--- src/rtl/aib_avmm_pkg.sv ---
// Shared definitions for the AIB AVMM CSR responder.
//   avmm_state_e    : responder FSM encoding (IDLE, WR_ACK, RD_WAIT, RD_DATA)
//   ID_VAL_DEFAULT  : default contents of the read-only identification word 0
//   RD_LAT_MAX      : largest supported read latency
//   LAT_CNT_W       : width of the read-latency down counter
package aib_avmm_pkg;

    typedef enum logic [1:0] {
        ST_IDLE    = 2'd0,
        ST_WR_ACK  = 2'd1,
        ST_RD_WAIT = 2'd2,
        ST_RD_DATA = 2'd3
    } avmm_state_e;

    localparam logic [31:0] ID_VAL_DEFAULT = 32'hA1B2_0001;
    localparam int          RD_LAT_MAX     = 7;
    localparam int          LAT_CNT_W      = $clog2(RD_LAT_MAX + 1);

endpackage

--- src/rtl/aib_avmm_regfile.sv ---
// Byte-enabled CSR word storage with a combinational read mux.
// Word 0 is a read-only identification constant; words 1..REG_NUM-1 are
// read/write flops cleared by reset.
// Ports:
//   clk, rst  : clock, synchronous active-high reset
//   wr_en     : write strobe (already qualified with the window hit)
//   wr_idx    : word index to write
//   wr_be     : byte lanes to update
//   wr_data   : write data
//   rd_hit    : read address lies inside the window
//   rd_idx    : word index to read
//   rd_data   : selected word, zero when rd_hit is low
module aib_avmm_regfile #(
    parameter int                    AVMM_WIDTH = 32,
    parameter int                    BYTE_WIDTH = 4,
    parameter int                    REG_NUM    = 16,
    parameter int                    IDX_W      = 4,
    parameter logic [AVMM_WIDTH-1:0] ID_VAL     = '0
) (
    input  logic                  clk,
    input  logic                  rst,
    input  logic                  wr_en,
    input  logic [IDX_W-1:0]      wr_idx,
    input  logic [BYTE_WIDTH-1:0] wr_be,
    input  logic [AVMM_WIDTH-1:0] wr_data,
    input  logic                  rd_hit,
    input  logic [IDX_W-1:0]      rd_idx,
    output logic [AVMM_WIDTH-1:0] rd_data
);

    localparam int LANE_W = AVMM_WIDTH / BYTE_WIDTH;

    // Word 0 has no storage; only the writable words exist as flops.
    logic [AVMM_WIDTH-1:0] mem [1:REG_NUM-1];

    always_ff @(posedge clk) begin
        if (rst) begin
            for (int i = 1; i < REG_NUM; i++) begin
                mem[i] <= '0;
            end
        end else if (wr_en) begin
            // Index 0 never matches here, so writes to word 0 are dropped.
            for (int i = 1; i < REG_NUM; i++) begin
                if (wr_idx == IDX_W'(i)) begin
                    for (int b = 0; b < BYTE_WIDTH; b++) begin
                        if (wr_be[b]) begin
                            mem[i][b*LANE_W +: LANE_W] <= wr_data[b*LANE_W +: LANE_W];
                        end
                    end
                end
            end
        end
    end

    always_comb begin
        rd_data = '0;
        if (rd_hit) begin
            if (rd_idx == '0) begin
                rd_data = ID_VAL;
            end else begin
                for (int i = 1; i < REG_NUM; i++) begin
                    if (rd_idx == IDX_W'(i)) begin
                        rd_data = mem[i];
                    end
                end
            end
        end
    end

endmodule

--- src/rtl/aib_avmm_csr_resp.sv ---
// AVMM slave responder for a small CSR window.
// Handshake: the master raises read or write and holds it (with address and
// data) until the cycle in which o_cfg_avmm_waitreq is low; that single low
// cycle is the acknowledge. A read acknowledge coincides with
// o_cfg_avmm_rdatavld. If the master withdraws its strobe before the
// acknowledge, the request is abandoned silently. At least one idle cycle
// must separate consecutive requests.
// Ports:
//   i_cfg_avmm_clk / i_cfg_avmm_rst : clock, synchronous active-high reset
//   i_cfg_avmm_addr                 : byte address (bits [1:0] ignored)
//   i_cfg_avmm_byte_en              : write byte lanes
//   i_cfg_avmm_read / _write        : request strobes
//   i_cfg_avmm_wdata                : write data
//   o_cfg_avmm_waitreq              : low for the one acknowledge cycle
//   o_cfg_avmm_rdatavld             : read data valid (one cycle)
//   o_cfg_avmm_rdata                : read data, zero when not valid
//   o_proto_err                     : sticky, read and write seen together
module aib_avmm_csr_resp
    import aib_avmm_pkg::*;
#(
    parameter int                    AVMM_WIDTH = 32,
    parameter int                    BYTE_WIDTH = 4,
    parameter int                    ADDR_WIDTH = 17,
    parameter int                    REG_NUM    = 16,
    parameter logic [ADDR_WIDTH-1:0] BASE_ADDR  = '0,
    parameter int                    RD_LAT     = 2,
    parameter logic [AVMM_WIDTH-1:0] ID_VAL     = ID_VAL_DEFAULT
) (
    input  logic                  i_cfg_avmm_clk,
    input  logic                  i_cfg_avmm_rst,
    input  logic [ADDR_WIDTH-1:0] i_cfg_avmm_addr,
    input  logic [BYTE_WIDTH-1:0] i_cfg_avmm_byte_en,
    input  logic                  i_cfg_avmm_read,
    input  logic                  i_cfg_avmm_write,
    input  logic [AVMM_WIDTH-1:0] i_cfg_avmm_wdata,
    output logic                  o_cfg_avmm_waitreq,
    output logic                  o_cfg_avmm_rdatavld,
    output logic [AVMM_WIDTH-1:0] o_cfg_avmm_rdata,
    output logic                  o_proto_err
);

    localparam int                  IDX_W     = (REG_NUM > 1) ? $clog2(REG_NUM) : 1;
    localparam logic [ADDR_WIDTH:0] WIN_BYTES = (ADDR_WIDTH + 1)'(4 * REG_NUM);

    avmm_state_e           state;
    logic [LAT_CNT_W-1:0]  lat_cnt;
    logic [ADDR_WIDTH-1:0] rd_addr_q;

    logic [ADDR_WIDTH-1:0] wr_off;
    logic [ADDR_WIDTH-1:0] rd_off;
    logic                  wr_hit;
    logic                  rd_hit;
    logic [IDX_W-1:0]      wr_idx;
    logic [IDX_W-1:0]      rd_idx;
    logic                  wr_fire;
    logic [AVMM_WIDTH-1:0] rd_word;

    // Window decode. The lower-bound test keeps addresses below BASE_ADDR
    // from wrapping into the window through the subtraction.
    assign wr_off = i_cfg_avmm_addr - BASE_ADDR;
    assign rd_off = rd_addr_q - BASE_ADDR;
    assign wr_hit = (i_cfg_avmm_addr >= BASE_ADDR) && ({1'b0, wr_off} < WIN_BYTES);
    assign rd_hit = (rd_addr_q >= BASE_ADDR) && ({1'b0, rd_off} < WIN_BYTES);
    assign wr_idx = wr_off[IDX_W+1:2];
    assign rd_idx = rd_off[IDX_W+1:2];

    // The write lands on the acknowledge edge, using address and data as
    // presented in the acknowledge cycle. A withdrawn strobe writes nothing.
    assign wr_fire = (state == ST_WR_ACK) && i_cfg_avmm_write && wr_hit;

    // The write acknowledge is gated by the live strobe so that a write
    // withdrawn after acceptance is never acknowledged.
    assign o_cfg_avmm_waitreq = !(((state == ST_WR_ACK) && i_cfg_avmm_write) ||
                                  (state == ST_RD_DATA));

    aib_avmm_regfile #(
        .AVMM_WIDTH (AVMM_WIDTH),
        .BYTE_WIDTH (BYTE_WIDTH),
        .REG_NUM    (REG_NUM),
        .IDX_W      (IDX_W),
        .ID_VAL     (ID_VAL)
    ) u_regfile (
        .clk     (i_cfg_avmm_clk),
        .rst     (i_cfg_avmm_rst),
        .wr_en   (wr_fire),
        .wr_idx  (wr_idx),
        .wr_be   (i_cfg_avmm_byte_en),
        .wr_data (i_cfg_avmm_wdata),
        .rd_hit  (rd_hit),
        .rd_idx  (rd_idx),
        .rd_data (rd_word)
    );

    always_ff @(posedge i_cfg_avmm_clk) begin
        if (i_cfg_avmm_rst) begin
            state               <= ST_IDLE;
            lat_cnt             <= '0;
            rd_addr_q           <= '0;
            o_cfg_avmm_rdatavld <= 1'b0;
            o_cfg_avmm_rdata    <= '0;
            o_proto_err         <= 1'b0;
        end else begin
            o_cfg_avmm_rdatavld <= 1'b0;
            o_cfg_avmm_rdata    <= '0;
            case (state)
                ST_IDLE: begin
                    if (i_cfg_avmm_write) begin
                        // Write wins a collision; the read is dropped.
                        state <= ST_WR_ACK;
                        if (i_cfg_avmm_read) begin
                            o_proto_err <= 1'b1;
                        end
                    end else if (i_cfg_avmm_read) begin
                        state     <= ST_RD_WAIT;
                        lat_cnt   <= LAT_CNT_W'(RD_LAT - 1);
                        rd_addr_q <= i_cfg_avmm_addr;
                    end
                end
                ST_WR_ACK: begin
                    state <= ST_IDLE;
                end
                ST_RD_WAIT: begin
                    if (!i_cfg_avmm_read) begin
                        state   <= ST_IDLE;
                        lat_cnt <= '0;
                    end else if (lat_cnt == '0) begin
                        // Data is registered here so it appears with the
                        // acknowledge in RD_DATA.
                        state               <= ST_RD_DATA;
                        o_cfg_avmm_rdatavld <= 1'b1;
                        o_cfg_avmm_rdata    <= rd_word;
                    end else begin
                        lat_cnt <= lat_cnt - 1'b1;
                    end
                end
                ST_RD_DATA: begin
                    state <= ST_IDLE;
                end
                default: begin
                    state <= ST_IDLE;
                end
            endcase
        end
    end

endmodule

--- config.mk ---
export PLATFORM = sky130hd
export DESIGN_NAME = aib_avmm_csr_resp
export DESIGN_NICKNAME = d
export VERILOG_FILES = /design/src/rtl/aib_avmm_pkg.sv /design/src/rtl/aib_avmm_regfile.sv /design/src/rtl/aib_avmm_csr_resp.sv
export SDC_FILE = /design/constraint.sdc
export NUM_CORES = 1
export LEC_CHECK = 0
export ABC_AREA = 1
export CAP_MARGIN = 25
export CORE_UTILIZATION = 51
export CTS_BUF_LIST = sky130_fd_sc_hd__clkbuf_8
export CTS_CLUSTER_DIAMETER = 80
export DETAILED_ROUTE_END_ITERATION = 10
export HOLD_SLACK_MARGIN = 0.05
export PLACE_DENSITY = 0.78
export REMOVE_ABC_BUFFERS = 1
export SYNTH_ARGS = -nofsm -noshare
export SYNTH_HDL_FRONTEND = slang
export SYNTH_SLANG_ARGS = --single-unit
--- constraint.sdc ---
create_clock -name i_cfg_avmm_clk -period 4.45 [get_ports i_cfg_avmm_clk]
set_clock_uncertainty 0.2 [all_clocks]
set_input_delay 0.89 -clock i_cfg_avmm_clk [delete_from_list [all_inputs] [get_ports i_cfg_avmm_clk]]
set_output_delay 0.89 -clock i_cfg_avmm_clk [all_outputs]
set_load 0.01 [all_outputs]
Word-level counts from Yosys, hierarchy flattened:

Memory sizes are Yosys's and may differ from the RTL's.
Cells that the tools add are included.

* register bits: 56
* RAM bits: 480
* input bits: 57
* memories: 1

* add/subtract/negate cells: 1
* $lt $le $gt $ge: 4
* equality and inequality tests: 38
* multiplexer cells: 333
* bitwise gates (word level): 65
* reduce and logical (&&, ||, !) cells: 18

Memories
* u_regfile.mem: words 15, bits a word 32, read ports 15, clocked after Yosys merged registers in 0, wr ports 15, line aib_avmm_regfile.sv:34 `logic [AVMM_WIDTH-1:0] mem [1:REG_NUM-1];`

Operator list (count)
* 32-bit 2-to-1 mux: 16
* 8-bit 2-to-1 mux: 60
* 1-bit 2-to-1 mux: 247
* 4-bit == test, second input constant: 16
* 1-bit bitwise OR: 60
* 17-bit by 1-bit greater-or-equal comparator with 1-bit output, second input constant: 2
* 17-bit by 7-bit less-than comparator with 1-bit output, second input constant: 2
* 4-bit by 3-bit == test with 1-bit output, second input constant: 8
* 4-bit by 2-bit == test with 1-bit output, second input constant: 4
* 3-bit 2-to-1 mux: 4
* 3-bit inequality test, second input constant: 3
* 4-bit by 1-bit == test with 1-bit output, second input constant: 2
* 2-bit 2-to-1 mux: 4
* 2-bit one-hot mux with 3 select lines: 1
* 3-bit one-hot mux with 2 select lines: 1
* 3-bit AND reduction: 2
* 6-bit OR reduction: 1
* 1-bit inverter: 5
* 5-bit OR reduction: 1
* 2-bit == test, second input constant: 2
* 1-bit logical AND: 4
* 4-bit zero test: 1
* 2-bit inequality test, second input constant: 2
* 4-bit AND reduction: 1
* 10 further kinds: 10

Logic depth before layout (Yosys ltp):

* depth after elaboration: 17
* gate-level depth with buffers: 15
* gate-level depth less buffers: 14

Hierarchy:

Synthesis repeated with hierarchy kept, for this count alone.

* cells, all modules: 2445
* area, all modules: 23729.0 µm²

By module, submodules not included
* aib_avmm_regfile: times used 1, cells an instance 2210, area an instance 21548.2 µm², seq. area each 14413.8 µm²
* aib_avmm_csr_resp: times used 1, cells an instance 235, area an instance 2180.8 µm², seq. area each 1081.0 µm²

Least setup slack after synthesis:

OpenSTA, ideal clock, no wires.

* path type: input to register
* start: input port i_cfg_avmm_addr[9]
* end: register u_regfile.mem[0][100] (netlist name)
* setup time: 0.384 ns
* data arrival time: 2.486 ns
* data required time: 3.866 ns
* slack: 1.380 ns
* stages on the path: 6
* path through: nor4_1 > nand2_1 > nor4_4 > nand2_2 > clkbuf_1 > o21ai_0

RTL lines
* start: declaration: line aib_avmm_csr_resp.sv:31 `input logic [ADDR_WIDTH-1:0] i_cfg_avmm_addr,`

Final worst setup path:

* start: register rd_addr_q[4]
* end: register o_cfg_avmm_rdata[30]

* word-level cells in the longest chain between the ends: 16
* elaborated cells between the ends (all ways): 36
* those cells by class: order compare (2); eq/ne (15); mux (15); bitwise (1); reduce/logical (3)

Ends and longest elaborated chain
* start: declaration: line aib_avmm_csr_resp.sv:47 `logic [ADDR_WIDTH-1:0] rd_addr_q;`
* start signal: assignment: line aib_avmm_csr_resp.sv:116 `rd_addr_q <= i_cfg_avmm_addr;`
* 4-bit by 1-bit == test with 1-bit output: line aib_avmm_regfile.sv:62 `if (rd_idx == IDX_W'(i)) begin`
* 32-bit 2-to-1 mux (15 in a row): line aib_avmm_regfile.sv:62
* end signal: assignment: line aib_avmm_csr_resp.sv:131 `o_cfg_avmm_rdata <= rd_word;`
* end: declaration: line aib_avmm_csr_resp.sv:38 `output logic [AVMM_WIDTH-1:0] o_cfg_avmm_rdata,`

Several ways; a longest one is shown, not always the timed one.
A chain may end at the register's enable or synchronous reset.

==> flow_metrics.tcl <==
set metrics [dict create \
    portBuffers 89 \
    avgSynthCellArea_um2 9.98 \
    numCtsBuffers 83 \
    critPathSlowestCell "nor2_1" \
    synth_area_leaders "edfxtp_1, nor2_1, nand2_1" \
    pre_cts_slack_ps 740 \
    crit_top_cell "nand2_1" \
    antenna_found_initial 0 \
    ctsHoldBuffers 0 \
    gp_congestion 0.936 \
    ys_seq_area_share_pct 65.4 \
    cp_max_fo 14 \
    nNetsFinal 2613 \
    setup_viol 0 \
    start_util_pct 52.0 \
    maxCapViolCount 0 \
    hp-class "reg2reg" \
    slowest_delay_ps 800 \
    critPathLaunchType "flip-flop" \
    p_seq_share_pct 54.5 \
    dieArea_um2 47400 \
    comb_power_share_pct 6.8 \
    ir_drop_v 0.000201 \
    p_switching_w 0.00247 \
    drt_iter0_drc 2303 \
    ctsHtreeMaxLevel 3 \
    synth_most_common_cell "nor2_1" \
    worst_slew_pin_slew_ps 1050 \
    layout_worst_path_cycle_share_pct 75.6 \
    grt_pass1_wl_mm 96.9 \
    dp_hpwl_mm 42.8 \
    synth_top_area_share_pct 60.8 \
    pwr_density_cell_nw_per_um2 378 \
    syn-cell-area_um2 23700 \
    cts.path.max_buffers 3 \
    power_leakage_nw 11.0 \
    drv_slew 0 \
    clock_sinks 534 \
    crit_arrival_ps 3670 \
    synth.yosys.warnings 0 \
    synth.largest_area_cell "edfxtp_1" \
    endpoint_kind "flip-flop" \
    worst_slack_ps 1080 \
    grt_pass1_vias 17500 \
    p_sw_share_pct 23.8 \
    insertion_delay_ps 660 \
    die_w_um 218 \
    die_h_um 218 \
    drive_gt1_share_pct 12.2 \
    drt_pass1_iterations 6 \
    grt_overflow 0 \
    whs_ps 272 \
    core_um2 45600 \
    yosysUniqueCellTypes 36 \
    cts_tree "yes" \
    critPathRequiredTime_ps 4750 \
    clockPowerShare_pct 38.7 \
    grtUsageTotal_pct 27.5 \
    ioPinCount 92 \
    synthToLayoutAreaGrowth_pct 15.5 \
    slew-limit-headroom_pct 30.1 \
    fmax_mhz 297 \
    synth_common_cells "nor2_1, edfxtp_1, nand2_1" \
    ctsResizeCount 0 \
    row_count 78 \
    final_hold_viol_count 0 \
    drc_errors 0 \
    synthCells 2376 \
    route.detailed.vias_per_inst 5.61 \
    root_buffer "clkbuf_8" \
    grt_max_degree 52 \
    avgRoutedWirePerCell_um 20.0 \
    p_int_w 0.00789 \
    worstPathCellList "nand2_1, nor2_1, inv_1, o21ai_0, inv_1, nand2_1, nand3_1, nand2_1, nand4_1, nand2_1, a21oi_1" \
    antenna_cells 0 \
    ant_nets 0 \
    layout_min_cycle_time_ps 3370 \
    via_count 18100 \
    cts_setup_buffers 0 \
    synthFlopType "edfxtp_1" \
    worst-setup-path-type "reg2reg" \
    synth_edf_count 480 \
    synthArstFlopShare_pct 0 \
    ys_ff_latch 534 \
    outcome "finished, final reports clean" \
    p_total_w 0.0104 \
    path_clk_slew_ps 70 \
    fin_util_pct 60.1 \
    grt_setup_unrepaired "no" \
    totalWireLength_mm 64.3 \
]
kinds of logic after synthesis:
kind of cell / after synthesis / share of synthesized area (%)
simple gates: 1396 / 26.4
fa+ha+maj: 2 / 0.106
buf+inv: 313 / 5.25
flops: 534 / 65.4
compound gates: 131 / 2.85
power by group through the flow:
| stage | clock network (W) | logic, W | registers, W |
|---|---|---|---|
| final | 0.00401 | 0.000701 | 0.00565 |
| after global placement | 0 | 0.000663 | 0.00574 |
| after floorplan | 0 | 0.000357 | 0.00574 |
| after detailed placement | 0 | 0.000682 | 0.00575 |
| after CTS | 0.00402 | 0.000685 | 0.00565 |
| after global routing | 0.00424 | 0.000748 | 0.00566 |
cell type report:
class / count / area, µm²
clock buffers: 97 / 1340
clock inverters: 55 / 283
fillers: 3593 / 18200
inverters: 209 / 790
multi-input cells: 1529 / 6990
flip-flops and latches: 534 / 15500
well taps: 600 / 751
repair buffers: 197 / 1750
critical path: cells and delay by family, from the launching register on:
family / cells / cell delay [ps]
AOI/OAI and AO/OA: 2 / 440
DFF: 1 / 430
buffers and inverters: 2 / 690
and+or+nand+nor: 7 / 1420
placed cells by master (no fill, tap or decap), drive strengths merged:
cell type and count:
a211oi 2, a21oi 37, a31oi 1, and2 2, buf 108, bufinv 2
clkbuf 97, clkdlybuf4s50 89, clkinv 20, clkinvlp 2, dfxtp 54, edfxtp 480
ha 2, inv 240, nand2 419, nand3 121, nand3b 1, nand4 79
nor2 747, nor3 2, nor4 5, o211a 1, o211ai 2, o21ai 87
o221ai 1, or2 20
path summary, 6_finish.rpt:
path	startpoint	endpoint	slack, ps	cells after the start
setup reg to reg	rd_addr_q[4]	o_cfg_avmm_rdata[30]	1080	11
hold reg to reg	lat_cnt[1]	lat_cnt[1]	270	2
hold / removal	lat_cnt[1]	lat_cnt[1]	270	2
setup / recovery	rd_addr_q[4]	o_cfg_avmm_rdata[30]	1080	11
registers in the layout, indices dropped and copies added (netlist names):
signal,flops
u_regfile.mem,480
rd_addr_q,15
o_cfg_avmm_rdata,32
state,2
o_cfg_avmm_rdatavld,1
o_proto_err,1
lat_cnt,3
through the flow:
stage | instance area (µm²) | cells | TNS (ps)
final | 27400 | 3221 | 0
after global routing | 27400 | 3221 | 0
after CTS | 27300 | 3217 | 0
after detailed placement | 25700 | 3065 | 0
after global placement | 25700 | 3065 | 0
after floorplan | 23200 | 2272 | -1056100
layer usage:
layer  up-vias  wire length [µm]  global-route usage [%]  part of all wire, %
met5         -                 0                       0                    0
met3       189              7650                    5.20                   12
li1       8182                 -                       -                    -
met2      1124             29800                    43.7                   46
met1      8582             23500                    35.5                   36
met4         0              3420                    15.5                  5.3
No activity file was read; power rests on OpenSTA's default activity.
